--- src/rtl/id_operand_stage_if.sv ---
// Bus bundle for the decode-side operand stage.
// Carries the upstream decode handshake, the register file read port, the
// observed write-back port, the EX/MEM and MEM/WB result buses, and the
// operand outputs toward EX.
//   slave  : the operand stage itself (consumes decode/bus inputs, drives
//            read addresses, stall and operands)
//   master : the surrounding pipeline / testbench
// Optional OPFWD_STATS_EN adds the stat_stalls / stat_fwds counters.
interface id_operand_stage_if #(
   parameter int DATA_W = 32,
   parameter int ADDR_W = 5
);
   logic              flush;
   logic              in_valid;
   logic [ADDR_W-1:0] in_rs;
   logic [ADDR_W-1:0] in_rt;
   logic [ADDR_W-1:0] in_rd;
   logic              stall_o;
   logic [ADDR_W-1:0] rf_raddr1;
   logic [ADDR_W-1:0] rf_raddr2;
   logic [DATA_W-1:0] rf_rdata1;
   logic [DATA_W-1:0] rf_rdata2;
   logic              wb_we;
   logic [ADDR_W-1:0] wb_rd;
   logic [DATA_W-1:0] wb_data;
   logic              exm_we;
   logic [ADDR_W-1:0] exm_rd;
   logic [DATA_W-1:0] exm_data;
   logic              exm_load;
   logic              mwb_we;
   logic [ADDR_W-1:0] mwb_rd;
   logic [DATA_W-1:0] mwb_data;
   logic              out_valid;
   logic [DATA_W-1:0] op_a;
   logic [DATA_W-1:0] op_b;
   logic [ADDR_W-1:0] out_rd;
`ifdef OPFWD_STATS_EN
   logic [31:0]       stat_stalls;
   logic [31:0]       stat_fwds;
`endif

   modport slave (
`ifdef OPFWD_STATS_EN
      output stat_stalls, stat_fwds,
`endif
      input  flush, in_valid, in_rs, in_rt, in_rd,
      input  rf_rdata1, rf_rdata2,
      input  wb_we, wb_rd, wb_data,
      input  exm_we, exm_rd, exm_data, exm_load,
      input  mwb_we, mwb_rd, mwb_data,
      output stall_o, rf_raddr1, rf_raddr2,
      output out_valid, op_a, op_b, out_rd
   );

   modport master (
`ifdef OPFWD_STATS_EN
      input  stat_stalls, stat_fwds,
`endif
      output flush, in_valid, in_rs, in_rt, in_rd,
      output rf_rdata1, rf_rdata2,
      output wb_we, wb_rd, wb_data,
      output exm_we, exm_rd, exm_data, exm_load,
      output mwb_we, mwb_rd, mwb_data,
      input  stall_o, rf_raddr1, rf_raddr2,
      input  out_valid, op_a, op_b, out_rd
   );
endinterface

--- src/rtl/id_operand_stage.sv ---
// Decode-side operand stage sitting right after a synchronous-read register
// file. Stage A holds the decoded instruction while its register file read
// is in flight; one cycle later the returned data is merged with the
// EX/MEM, MEM/WB and last-write bypass paths and registered toward EX.
// Load-use hazards against EX/MEM stall the upstream and insert bubbles.
// Ports:
//   clk  - clock, all state on rising edge
//   rst  - synchronous active-high reset (beats flush)
//   bus  - id_operand_stage_if.slave: decode input, rf read port, result
//          buses, operands out (see interface file)
// Configuration macro: OPFWD_STATS_EN adds stall / forward counters.
module id_operand_stage #(
   parameter int DATA_W = 32,
   parameter int ADDR_W = 5
) (
   input logic               clk,
   input logic               rst,
   id_operand_stage_if.slave bus
);
   typedef enum logic {RUN, STALL} state_t;
   typedef enum logic [2:0] {SRC_ZERO, SRC_EXM, SRC_MWB, SRC_BYP, SRC_RF} src_t;

   state_t            state_q;
   state_t            state_d;
   logic              a_valid;
   logic [ADDR_W-1:0] a_rs;
   logic [ADDR_W-1:0] a_rt;
   logic [ADDR_W-1:0] a_rd;
   logic              byp_we;
   logic [ADDR_W-1:0] byp_rd;
   logic [DATA_W-1:0] byp_data;
   logic              hazard;
   logic              stall;
   logic              issue;
   logic [ADDR_W-1:0] src_idx   [2];
   logic [DATA_W-1:0] src_rdata [2];
   src_t              src_sel   [2];
   logic [DATA_W-1:0] sel_data  [2];
   logic              out_valid_q;
   logic [DATA_W-1:0] op_a_q;
   logic [DATA_W-1:0] op_b_q;
   logic [ADDR_W-1:0] out_rd_q;

   // A load still in EX/MEM cannot supply its data yet; stage A must wait
   // until it reaches MEM/WB. Register 0 never creates a dependency.
   assign hazard = a_valid && bus.exm_we && bus.exm_load && (bus.exm_rd != '0) &&
                   ((bus.exm_rd == a_rs) || (bus.exm_rd == a_rt));

   // Stall state register; rst always returns to RUN.
   always_ff @(posedge clk) begin
      if (rst) state_q <= RUN;
      else     state_q <= state_d;
   end

   // Next state and stall request. Flush overrides a pending hazard since
   // the stalled instruction is being discarded anyway.
   always_comb begin
      state_d = state_q;
      stall   = 1'b0;
      case (state_q)
         RUN: begin
            if (hazard) begin
               state_d = STALL;
               stall   = 1'b1;
            end
         end
         STALL: begin
            if (hazard) stall   = 1'b1;
            else        state_d = RUN;
         end
         default: state_d = RUN;
      endcase
      if (bus.flush) begin
         state_d = RUN;
         stall   = 1'b0;
      end
   end

   assign issue       = a_valid && !stall && !bus.flush;
   assign bus.stall_o = stall;

   // While stalled, re-read stage A sources so the data returned next cycle
   // still belongs to the held instruction.
   assign bus.rf_raddr1 = stall ? a_rs : bus.in_rs;
   assign bus.rf_raddr2 = stall ? a_rt : bus.in_rt;

   // The register file returns pre-write data when a write and read hit the
   // same index in one cycle; remembering last cycle's write covers that.
   always_ff @(posedge clk) begin
      byp_we   <= bus.wb_we;
      byp_rd   <= bus.wb_rd;
      byp_data <= bus.wb_data;
   end

   assign src_idx[0]   = a_rs;
   assign src_idx[1]   = a_rt;
   assign src_rdata[0] = bus.rf_rdata1;
   assign src_rdata[1] = bus.rf_rdata2;

   // Pick the freshest source for each operand, youngest producer first.
   always_comb begin
      for (int s = 0; s < 2; s++) begin
         src_sel[s] = SRC_RF;
         if (src_idx[s] == '0)
            src_sel[s] = SRC_ZERO;
         else if (bus.exm_we && !bus.exm_load && (bus.exm_rd == src_idx[s]))
            src_sel[s] = SRC_EXM;
         else if (bus.mwb_we && (bus.mwb_rd == src_idx[s]))
            src_sel[s] = SRC_MWB;
         else if (byp_we && (byp_rd == src_idx[s]))
            src_sel[s] = SRC_BYP;
         case (src_sel[s])
            SRC_ZERO: sel_data[s] = '0;
            SRC_EXM:  sel_data[s] = bus.exm_data;
            SRC_MWB:  sel_data[s] = bus.mwb_data;
            SRC_BYP:  sel_data[s] = byp_data;
            default:  sel_data[s] = src_rdata[s];
         endcase
      end
   end

   // Stage A capture and operand issue. Stage A only advances when the
   // upstream is not being held; operands hold their last value on bubbles.
   always_ff @(posedge clk) begin
      if (rst) begin
         a_valid     <= 1'b0;
         a_rs        <= '0;
         a_rt        <= '0;
         a_rd        <= '0;
         out_valid_q <= 1'b0;
         op_a_q      <= '0;
         op_b_q      <= '0;
         out_rd_q    <= '0;
      end else if (bus.flush) begin
         a_valid     <= 1'b0;
         out_valid_q <= 1'b0;
      end else if (stall) begin
         out_valid_q <= 1'b0;
      end else begin
         a_valid     <= bus.in_valid;
         a_rs        <= bus.in_rs;
         a_rt        <= bus.in_rt;
         a_rd        <= bus.in_rd;
         out_valid_q <= a_valid;
         if (a_valid) begin
            op_a_q   <= sel_data[0];
            op_b_q   <= sel_data[1];
            out_rd_q <= a_rd;
         end
      end
   end

   assign bus.out_valid = out_valid_q;
   assign bus.op_a      = op_a_q;
   assign bus.op_b      = op_b_q;
   assign bus.out_rd    = out_rd_q;

`ifdef OPFWD_STATS_EN
   logic [31:0] stall_cnt;
   logic [31:0] fwd_cnt;
   logic [1:0]  fwd_now;

   assign fwd_now = {1'b0, (src_sel[0] inside {SRC_EXM, SRC_MWB, SRC_BYP})} +
                    {1'b0, (src_sel[1] inside {SRC_EXM, SRC_MWB, SRC_BYP})};

   // Counters wrap naturally; flush does not clear them.
   always_ff @(posedge clk) begin
      if (rst) begin
         stall_cnt <= '0;
         fwd_cnt   <= '0;
      end else begin
         if (stall) stall_cnt <= stall_cnt + 32'd1;
         if (issue) fwd_cnt   <= fwd_cnt + {30'd0, fwd_now};
      end
   end

   assign bus.stat_stalls = stall_cnt;
   assign bus.stat_fwds   = fwd_cnt;
`else
   logic unused_issue;
   assign unused_issue = issue;
`endif
endmodule

--- src/flat_wrapper.sv ---
// flat-port wrapper written by rule: the top's interface ports become plain ports
module id_operand_stage_flat 
#(
   parameter int DATA_W = 32,
   parameter int ADDR_W = 5
)
  (clk, rst, bus_flush, bus_in_valid, bus_in_rs, bus_in_rt, bus_in_rd, bus_rf_rdata1, bus_rf_rdata2, bus_wb_we, bus_wb_rd, bus_wb_data, bus_exm_we, bus_exm_rd, bus_exm_data, bus_exm_load, bus_mwb_we, bus_mwb_rd, bus_mwb_data, bus_stall_o, bus_rf_raddr1, bus_rf_raddr2, bus_out_valid, bus_op_a, bus_op_b, bus_out_rd);
  id_operand_stage_if #(.DATA_W(DATA_W), .ADDR_W(ADDR_W)) bus_i ();
  input logic clk;
  input logic rst;
  input wire logic [$bits(bus_i.flush)-1:0] bus_flush;
  input wire logic [$bits(bus_i.in_valid)-1:0] bus_in_valid;
  input wire logic [$bits(bus_i.in_rs)-1:0] bus_in_rs;
  input wire logic [$bits(bus_i.in_rt)-1:0] bus_in_rt;
  input wire logic [$bits(bus_i.in_rd)-1:0] bus_in_rd;
  input wire logic [$bits(bus_i.rf_rdata1)-1:0] bus_rf_rdata1;
  input wire logic [$bits(bus_i.rf_rdata2)-1:0] bus_rf_rdata2;
  input wire logic [$bits(bus_i.wb_we)-1:0] bus_wb_we;
  input wire logic [$bits(bus_i.wb_rd)-1:0] bus_wb_rd;
  input wire logic [$bits(bus_i.wb_data)-1:0] bus_wb_data;
  input wire logic [$bits(bus_i.exm_we)-1:0] bus_exm_we;
  input wire logic [$bits(bus_i.exm_rd)-1:0] bus_exm_rd;
  input wire logic [$bits(bus_i.exm_data)-1:0] bus_exm_data;
  input wire logic [$bits(bus_i.exm_load)-1:0] bus_exm_load;
  input wire logic [$bits(bus_i.mwb_we)-1:0] bus_mwb_we;
  input wire logic [$bits(bus_i.mwb_rd)-1:0] bus_mwb_rd;
  input wire logic [$bits(bus_i.mwb_data)-1:0] bus_mwb_data;
  output wire logic [$bits(bus_i.stall_o)-1:0] bus_stall_o;
  output wire logic [$bits(bus_i.rf_raddr1)-1:0] bus_rf_raddr1;
  output wire logic [$bits(bus_i.rf_raddr2)-1:0] bus_rf_raddr2;
  output wire logic [$bits(bus_i.out_valid)-1:0] bus_out_valid;
  output wire logic [$bits(bus_i.op_a)-1:0] bus_op_a;
  output wire logic [$bits(bus_i.op_b)-1:0] bus_op_b;
  output wire logic [$bits(bus_i.out_rd)-1:0] bus_out_rd;
  assign bus_i.flush = bus_flush;
  assign bus_i.in_valid = bus_in_valid;
  assign bus_i.in_rs = bus_in_rs;
  assign bus_i.in_rt = bus_in_rt;
  assign bus_i.in_rd = bus_in_rd;
  assign bus_i.rf_rdata1 = bus_rf_rdata1;
  assign bus_i.rf_rdata2 = bus_rf_rdata2;
  assign bus_i.wb_we = bus_wb_we;
  assign bus_i.wb_rd = bus_wb_rd;
  assign bus_i.wb_data = bus_wb_data;
  assign bus_i.exm_we = bus_exm_we;
  assign bus_i.exm_rd = bus_exm_rd;
  assign bus_i.exm_data = bus_exm_data;
  assign bus_i.exm_load = bus_exm_load;
  assign bus_i.mwb_we = bus_mwb_we;
  assign bus_i.mwb_rd = bus_mwb_rd;
  assign bus_i.mwb_data = bus_mwb_data;
  assign bus_stall_o = bus_i.stall_o;
  assign bus_rf_raddr1 = bus_i.rf_raddr1;
  assign bus_rf_raddr2 = bus_i.rf_raddr2;
  assign bus_out_valid = bus_i.out_valid;
  assign bus_op_a = bus_i.op_a;
  assign bus_op_b = bus_i.op_b;
  assign bus_out_rd = bus_i.out_rd;
  id_operand_stage #(.DATA_W(DATA_W), .ADDR_W(ADDR_W)) u_core (.clk(clk), .rst(rst), .bus(bus_i));
endmodule
--- config.mk ---
export PLATFORM = sky130hd
export DESIGN_NAME = id_operand_stage_flat
export DESIGN_NICKNAME = d
export VERILOG_FILES = /design/src/rtl/id_operand_stage_if.sv /design/src/rtl/id_operand_stage.sv /design/src/flat_wrapper.sv
export SDC_FILE = /design/constraint.sdc
export NUM_CORES = 1
export LEC_CHECK = 0
export CORE_MARGIN = 4
export CORE_UTILIZATION = 38
export CTS_CLUSTER_SIZE = 25
export DETAILED_ROUTE_END_ITERATION = 10
export PLACE_DENSITY = 0.83
export SLEW_MARGIN = 25
export SYNTH_ARGS = -nofsm -noshare
export SYNTH_HDL_FRONTEND = slang
export SYNTH_SLANG_ARGS = --single-unit
--- constraint.sdc ---
create_clock -name clk -period 1.93 [get_ports clk]
set_input_delay 0.2895 -clock clk [delete_from_list [all_inputs] [get_ports clk]]
set_output_delay 0.2895 -clock clk [all_outputs]
set_load 0.01 [all_outputs]
---- Word level (Yosys, flattened, before mapping) ----
Index checks and enable logic that the tools add are counted.
operators by class
  mux-type cells .......................... 14
  reduce and logical (&&, ||, !) cells .... 22
  div/mod/pow operators ................... 0
  $add $sub $neg .......................... 0
  multiply operators ...................... 0
  bitwise operators ....................... 2
  shifts and indexed selects .............. 0
  eq/ne operators ......................... 12
  $lt $le $gt $ge ......................... 0
operator list
  operator            number
  $pmux 32 s4         2
  $eq 5x5->1          6
  $mux 3              8
  $eq 3x2->1 const B  4
  $logic_and 1x1->1   11
  $logic_not 5->1     2
  $mux 5              2
  $eq 3x1->1 const B  2
  $logic_not 3->1     2
  $reduce_bool 5->1   1
  $reduce_and 3->1    1
  $reduce_or 3->1     1
  $mux 1              2
  $not 1->1           2
  $reduce_and 2->1    1
  $reduce_or 2->1     1
  $logic_not 1->1     1
  $logic_or 1x1->1    1
storage, ports and cells
  logic and storage cells ................. 61
  input port bits ......................... 198
  bits in latches ......................... 0
  RAM bits ................................ 0
  memories ................................ 0
  memory bits (read-only) ................. 0
  bits in registers ....................... 124

---- Logic depth before layout (Yosys ltp) ----
Gate-level depths: netlist (run 1).
  depth in word-level cells ............... 8
  depth in mapped cells ................... 9

---- Least setup slack after synthesis (run 1) ----
OpenSTA, ideal clock, no wires.
  path kind ............................... register -> output
  start point ............................. register u_core.a_rs[2]
  end point ............................... output bus_rf_raddr1[0]
  path buffers ............................ 2
  setup slack ............................. -0.200 ns
  cell stages (with the launch flop) ...... 9
  data arrival time ....................... 1.841 ns
  cell sequence ........................... dfxtp_1 -> buf_2 -> xor2_1 -> nor3_2 -> o2bb2ai_2 -> nand2_1 -> nor2_1 -> buf_2 -> mux2_1
on the way
  cells in the longest elaborated chain, start to end .. 6
ends and longest elaborated chain
  item                    RTL line                                        source
  start, declared         id_operand_stage.sv:26                          logic [ADDR_W-1:0] a_rs;
  start signal, assigned  id_operand_stage.sv:141                         a_rs <= bus.in_rs;
  $eq 5x5->1              id_operand_stage.sv:47                          ((bus.exm_rd == a_rs) || (bus.exm_rd == a_rt));
  $logic_or 1x1->1        id_operand_stage.sv:47
  $logic_and 1x1->1       id_operand_stage.sv:46                          assign hazard = a_valid && bus.exm_we && bus.exm_load && (bus.exm_rd != '0) &&
  $mux 1                  id_operand_stage.sv:62, id_operand_stage.sv:68
  $mux 1                  id_operand_stage.sv:73                          if (bus.flush) begin
  named net bus_stall_o   flat_wrapper.sv:28                              output wire logic [$bits(bus_i.stall_o)-1:0] bus_stall_o;
  $mux 5                  id_operand_stage.sv:84                          assign bus.rf_raddr1 = stall ? a_rs : bus.in_rs;
  end, declared           flat_wrapper.sv:29                              output wire logic [$bits(bus_i.rf_raddr1)-1:0] bus_rf_raddr1;
The timed path passes the listed nets, and every way through them passes these cells.

---- Worst setup path in the final report (run 1) ----
  start point ............................. register u_core.a_rt[4]
  end point ............................... register u_core.op_b_q[18] (netlist: u_core.bus.op_b[18])
on the way
  cells in the longest elaborated chain, start to end .. 8
ends and longest elaborated chain
  item                                RTL line                 source
  start, declared                     id_operand_stage.sv:27   logic [ADDR_W-1:0] a_rt;
  start signal, assigned              id_operand_stage.sv:142  a_rt <= bus.in_rt;
  $eq 5x5->1                          id_operand_stage.sv:110  else if (byp_we && (byp_rd == src_idx[s]))
  $logic_and 1x1->1                   id_operand_stage.sv:110
  $mux 3                              id_operand_stage.sv:110
  $mux 3                              id_operand_stage.sv:108  else if (bus.mwb_we && (bus.mwb_rd == src_idx[s]))
  $mux 3                              id_operand_stage.sv:106  else if (bus.exm_we && !bus.exm_load && (bus.exm_rd == src_idx[s]))
  $mux 3                              id_operand_stage.sv:104  if (src_idx[s] == '0)
  $eq 3x2->1 (tied with other cells)  id_operand_stage.sv:112  case (src_sel[s])
  $pmux 32 s4                         id_operand_stage.sv:112
  end signal, assigned                id_operand_stage.sv:147  op_b_q <= sel_data[1];
  end, declared                       id_operand_stage.sv:41   logic [DATA_W-1:0] op_b_q;
Several ways; a longest one is shown, not always the timed one.
A chain may end at the register's enable or synchronous reset.

==> results of run 1 <==
==> critical path, stage by stage, from the launching register on <==
cell	delay [ps]
dfxtp_4	370
buf_6	120
buf_8	120
xor2_2	180
nor4_2	280
buf_4	180
buf_6	90
and3_4	250
buf_12	130
buf_16	120
nand4_1	90
o211a_1	200
o2bb2ai_1	400
==> state kept, by name, summed over array words and instances, names as in the netlist <==
signal / count
u_core.a_rs: 5
u_core.a_rd: 5
u_core.bus.op_a: 32
u_core.a_rt: 5
u_core.bus.out_rd: 5
u_core.a_valid: 1
u_core.byp_we: 1
u_core.bus.out_valid: 1
u_core.byp_data: 32
u_core.bus.op_b: 32
u_core.byp_rd: 5
==> cell families after synthesis <==
family	Yosys count	synth area share (%)
xor gates and xnor gates	30	4.22
buffers and inverters	72	5.39
DFF	124	39.9
and+or+nand+nor	170	14.1
muxes	62	10.3
AOI/OAI and AO/OA	199	26.2
==> Yosys cell counts, types with 11 or more instances <==
library cell	count	share of area, %
clkbuf_1	33	2.0
nand2_1	37	2.2
o221ai_1	26	3.7
xnor2_1	13	1.8
nand3_1	33	2.7
o21ai_0	31	2.5
nor2_1	34	2.1
mux2i_1	47	7.6
o211a_1	26	4.2
mux2_1	11	2.0
dfxtp_1	124	40
a2bb2oi_1	26	3.7
nand4_1	29	2.9
a22o_1	26	3.7
o2bb2ai_1	32	4.5
buf_2	31	2.5
xor2_1	17	2.4
==> cell type report <==
| cell class | count | area, sq um |
|---|---|---|
| Timing Repair Buffer | 426 | 4800 |
| Clock buffer | 19 | 443 |
| Sequential cell | 124 | 2500 |
| Clock inverter | 13 | 191 |
| Antenna cell | 2 | 5.00 |
| Tap cell | 216 | 270 |
| Inverter | 1 | 3.75 |
| Fill cell | 863 | 3080 |
| Multi-Input combinational cell | 461 | 4650 |
==> per-layer routing <==
layer  track usage, %  up-vias  share of wire [%]
li1                 -     3267                  -
met1             37.3     3838                 35
met2             54.6      654                 47
met3             9.40      224                 11
met4             20.3        2                6.9
met5                0        -              0.036
==> worst max path at each step <==
stage              startpoint             endpoint  slack (ps)
2_1_floorplan  u_core.a_rs[4]     bus_rf_raddr1[0]         -70
3_3_place_gp    bus_exm_rd[4]     bus_rf_raddr2[3]        -870
3_5_place_dp    bus_exm_rd[4]     bus_rf_raddr2[3]        -920
4_1_cts        u_core.a_rs[1]     bus_rf_raddr1[4]        -530
5_1_grt        u_core.a_rt[4]  u_core.bus.op_b[18]        -770
6_report       u_core.a_rt[4]  u_core.bus.op_b[18]        -750
==> per-stage QoR <==
stage                     hold WS (ps)  power, mW  util [%]  setup WS (ps)  TNS, ps
final                              308       8.59      80.7           -754   -31610
after global routing               298       8.76      80.7           -774   -35710
after CTS                          301       8.24      74.4           -526   -20110
after detailed placement           445       4.32      62.5           -923   -43060
after global placement             445       4.30      62.5           -868   -38590
after floorplan                    317       3.41         -          -67.8     -610
==> timing repair <==
item / CTS / global route
hold buffers: 0 / 0
setup endpoints to repair: 75 / 95
resized for setup: 215 / 155
buffers inserted: 23 / 24
hold endpoints to repair: 0 / 0
pin swaps: 52 / 107
gates cloned: 16 / 4
==> power by group through the flow <==
stage | clock network (mW) | logic [mW] | registers (mW)
floorplan | 0 | 0.636 | 2.77
global placement | 0 | 1.53 | 2.77
detailed placement | 0 | 1.54 | 2.78
CTS | 3.49 | 2.01 | 2.73
global route | 3.62 | 2.38 | 2.76
finish | 3.51 | 2.32 | 2.76
==> results.cfg, run 1 <==
[outcome]
outcome = complete, but fails checks
violations = negative setup slack

[global_route]
grt_usage_pct = 32.9
antenna_found_initial = 4
grt_remaining_overflow = 0
grt_max_degree = 42
grt_pass1_vias = 8051
grt_pass1_wl_mm = 46.0

[critical_path]
r2r_cells = 12
worstPathArrival_ps = 2960
required_ps = 2200
r2r_end = u_core.bus.op_b[18]
crit_path_start_kind = register
crit_fanout = 5
cp-end-kind = register
r2r_setup_slack_ps = -750
critical_path_class = register to register
crit-reg2reg-launch = u_core.a_rt[4]

[cts]
cts_buffers = 17
clkTransAtPathRegs_ps = 60
ctsRootBufferMaster = clkbuf_16
clock-sinks = 124
clk_path_buf_depth = 2
cts_tree = yes
h-tree-depth = 4
clk_latency_ps = 420

[floorplan]
die_w_um = 136
ios = 279
dieHeight_um = 136
fp-row-count = 46
core_area_sq_um = 15900
die_area_sq_um = 18500
start_util_pct = 39.0

[placed_design]
dp_cells = 1171
port_buffers = 278
postPlaceCellArea_sq_um = 9970
hpwl_mm = 19.3
gp_congestion = 0.888

[timing]
slew_viol_final = 0
max_freq_mhz = 373
slew_headroom_pct = 39.3
worst_slew_pin_slew_ps = 907
hold_viol = 0
rsz0062_at_grt = yes
setup_viol = 76
final.period_utilization_pct = 139
worst_slack_ps = -754
fin_skew_ps = 11.0
fin_crit_ps = 2680

[logic_synthesis]
synthFlopType = dfxtp_1
synth.avg_cell_area_sq_um = 9.47
syn_area_sq_um = 6220
ys_seq_area_share_pct = 39.9
ys_ff_latch = 124
syn_inst = 657
synth-edff-count = 0
ys_warn_count = 0
synth_cell_types = 48
synthesis.nets = 855
synthArstFlopShare_pct = 0

[cells_and_area]
final_cell_mix = clkdlybuf4s50_1 (262), dfxtp_1 (115), buf_4 (57), buf_6 (47), mux2i_1 (46)
final_cells = 1262
syn_to_final_growth_pct = 107
postLayoutCellArea_sq_um = 12900
layout-drive-gt1-share_pct = 35.0
num-nets-final = 1229
final_common_cell = clkdlybuf4s50_1

[power_and_ir_drop]
power_switching_mw = 2.43
swShare_pct = 28.3
seq_power_share_pct = 32.1
internal_power_mw = 6.16
ir_drop_uv = 719
power.share.clock_pct = 40.9
p_leak_nw = 5.06
p_per_area_nw_per_um2 = 668
power_frac_comb_pct = 27.0

[detailed_routing]
drc = 0
vias_per_cell = 6.33
finalWirelength_mm = 36.2
first_pass_iters = 5
wl_per_cell_um = 28.7
via_count = 7985
antenna_left = 0
drt_iter0_drc = 784

[flow_run]
drv_cap = 0

[min_path]
hp-start = bus_wb_data[20]
min_delay_path_depth = 1
hold_path_end = u_core.byp_data[20]
hp-class = input pin to register
No activity file was read; power rests on OpenSTA's default activity.
==> run 2, diff against run 1 <==
--- a/config.mk
+++ b/config.mk
@@ -5,9 +5,9 @@
 export SDC_FILE = /design/constraint.sdc
 export NUM_CORES = 1
 export LEC_CHECK = 0
+export CAP_MARGIN = 20
 export CORE_MARGIN = 4
 export CORE_UTILIZATION = 38
-export CTS_CLUSTER_SIZE = 25
 export DETAILED_ROUTE_END_ITERATION = 10
 export PLACE_DENSITY = 0.83
 export SLEW_MARGIN = 25
==> results of run 2 <==
Same layout as run 1: the final DEF is identical, and so are final timing and power.
==> run 3, diff against run 2 <==
--- a/config.mk
+++ b/config.mk
@@ -7,9 +7,10 @@
 export LEC_CHECK = 0
 export CAP_MARGIN = 20
 export CORE_MARGIN = 4
-export CORE_UTILIZATION = 38
+export CORE_UTILIZATION = 39
+export CTS_BUF_LIST = sky130_fd_sc_hd__clkbuf_8
 export DETAILED_ROUTE_END_ITERATION = 10
-export PLACE_DENSITY = 0.83
+export PLACE_DENSITY = 0.85
 export SLEW_MARGIN = 25
 export SYNTH_ARGS = -nofsm -noshare
 export SYNTH_HDL_FRONTEND = slang
==> run 3 against run 2 <==
The run still ends with negative setup slack left. Die area fell by 2.4%. Sequential power barely moved. Wire length decreased by 17%. Register-to-register slack improved by 460 ps. Power decreased by 18%. Critical path depth decreased by 4. Global-route usage fell by 1.5 points. Core utilization down 4.8 points. Fmax rose by 9.4%. Count of clock-buffer cells in the layout shrank 2. Critical path type is now register to primary output. Critical endpoint is now bus_rf_raddr2[4].
==> results.cfg, run 3 (same netlist as run 1, synthesis figures left out) <==
[floorplan]
die_area_sq_um = 18000
ios = 279
start_util_pct = 40.3
core_area_sq_um = 15400
die_w_um = 134
dieHeight_um = 134
fp-row-count = 45

[min_path]
hp-class = input pin to register
hp-start = bus_wb_data[29]

[detailed_routing]
vias_per_cell = 5.99
antenna_left = 0
first_pass_iters = 8
wl_per_cell_um = 24.5
finalWirelength_mm = 30.2
via_count = 7384
drt_iter0_drc = 717
drc = 0

[cells_and_area]
postLayoutCellArea_sq_um = 11700
layout-drive-gt1-share_pct = 30.4
syn_to_final_growth_pct = 88.0
diodes = 0
final_cell_mix = clkdlybuf4s50_1 (267), dfxtp_1 (115), buf_4 (70), mux2i_1 (46), buf_6 (36)
num-nets-final = 1206
final_common_cell = clkdlybuf4s50_1
fillers = 984
final_cells = 1232

[timing]
rsz0062_at_grt = yes
worst_slack_ps = -523
max_freq_mhz = 408
hold_viol = 0
slew_headroom_pct = 66.0
fin_skew_ps = 20.8
fin_crit_ps = 2450
slew_viol_final = 0
finalSetupTns_ps = -19600
final.period_utilization_pct = 127
setup_viol = 75
worst_slew_pin_slew_ps = 506

[critical_path]
crit-reg2reg-launch = u_core.a_rt[4]
r2r_cells = 10
crit_fanout = 6
crit_chain = xor2_1, nor3_2, o2bb2ai_2, nand2_2, nor2_4, buf_6, mux2_4, buf_6
cpMostUsedCell = buf_6
cp-end-kind = primary output
cpMaxStageDelayCell = dfxtp_2
r2r_setup_slack_ps = -290
crit_end = bus_rf_raddr2[4]
max_stage_delay_ps = 350
critical_path_class = register to primary output
setup.worst_path.start = u_core.a_rs[1]
required_ps = 1640
crit_path_start_kind = register
r2r_end = u_core.bus.op_b[15]
worstPathArrival_ps = 2160

[cts]
cts_tree = yes
clkTransAtPathRegs_ps = 90
cts_buffers = 17
clock-sinks = 124
clk_latency_ps = 460
postCtsHoldBufs = 0
clk_path_buf_depth = 2
h-tree-depth = 4
ctsRootBufferMaster = clkbuf_8

[outcome]
outcome = complete, but fails checks
violations = negative setup slack

[placed_design]
port_buffers = 278
dp_cells = 1176
gp_congestion = 0.944
postPlaceCellArea_sq_um = 10000
pre_cts_slack_ps = -907
hpwl_mm = 19.3

[power_and_ir_drop]
p_total_mw = 7.02
p_leak_nw = 4.59
ir_drop_uv = 551
p_per_area_nw_per_um2 = 600

[global_route]
grt.busiest_layer = met2
grt_use_met3_pct = 8.63
antenna_found_initial = 0
grt_use_met1_pct = 36.3
grt_usage_pct = 31.4
grt_pass1_vias = 7789
grt_pass1_wl_mm = 43.9
met2_usage_pct = 53.3
grt_remaining_overflow = 0
grt_max_degree = 35

[flow_run]
drv_cap = 0
==> run 3: cell count changes in the layout (fill, tap and decap cells not counted), moves of 11 or more <==
cell / change
buf_4: +13
o21ai_0: +18
o21ai_2: -16
clkbuf_16: -20
clkbuf_8: +16
buf_6: -11
==> run 3: worst min-delay path by stage <==
| stage | endpoint | slack (ps) | cells after the start |
|---|---|---|---|
| 3_3_place_gp | u_core.bus.op_b[19] | 440 | 1 |
| 4_1_cts | u_core.byp_data[12] | 250 | 1 |
| 5_1_grt | u_core.byp_data[29] | 230 | 1 |
| 6_report | u_core.byp_data[29] | 260 | 1 |
| 3_5_place_dp | u_core.bus.op_b[8] | 450 | 1 |
| 2_1_floorplan | u_core.byp_data[0] | 320 | 0 |
==> run 3: timing repair <==
action / 4_1_cts / 5_1_grt
resized for setup: 195 / 51
buffers inserted: 15 / 6
cloned: 6 / 2
pin swaps: 90 / 29
endpoints found under the setup margin: 75 / 75
==> run 3: worst max-delay path, delay by kind of cell, from the launching register on <==
kind                   cells  cell delay, ps
multiplexers               1             310
XOR/XNOR                   1             170
flip-flops                 1             350
AO/OA/AOI/OAI              1             160
buffers and inverters      2             280
AND/OR/NAND/NOR            3             440
==> run 3: metrics by stage <==
stage | hold slack, ps | utilization (%)
final | 259 | 75.8
after floorplan | 317 | -
after detailed placement | 448 | 64.8
after global routing | 235 | 75.8
after global placement | 443 | 64.8
after CTS | 250 | 73.8
==> run 3: layout make-up <==
cell class | instances | area [sq um] | area share, %
Clock buffer | 17 | 234 | 2.00
Clock inverter | 15 | 141 | 1.21
Inverter | 1 | 3.75 | 0.0321
Multi-Input combinational cell | 461 | 4370 | 37.3
Sequential cell | 124 | 2500 | 21.3
Tap cell | 211 | 264 | 2.26
Timing Repair Buffer | 403 | 4190 | 35.8
==> run 3: per-layer routing <==
| metal | up-vias | routed length, um |
|---|---|---|
| li1 | 3220 | - |
| met1 | 3582 | 11500 |
| met2 | 472 | 14800 |
| met3 | 110 | 2560 |
| met4 | 0 | 1410 |
| met5 | - | 0 |
==> run 3: power breakdown <==
group	internal, mW	total, mW	switching (mW)
sequential	2.66	2.74	0.0871
clock	1.04	2.28	1.24
combinational	1.14	2.00	0.857
total	4.83	7.02	2.19
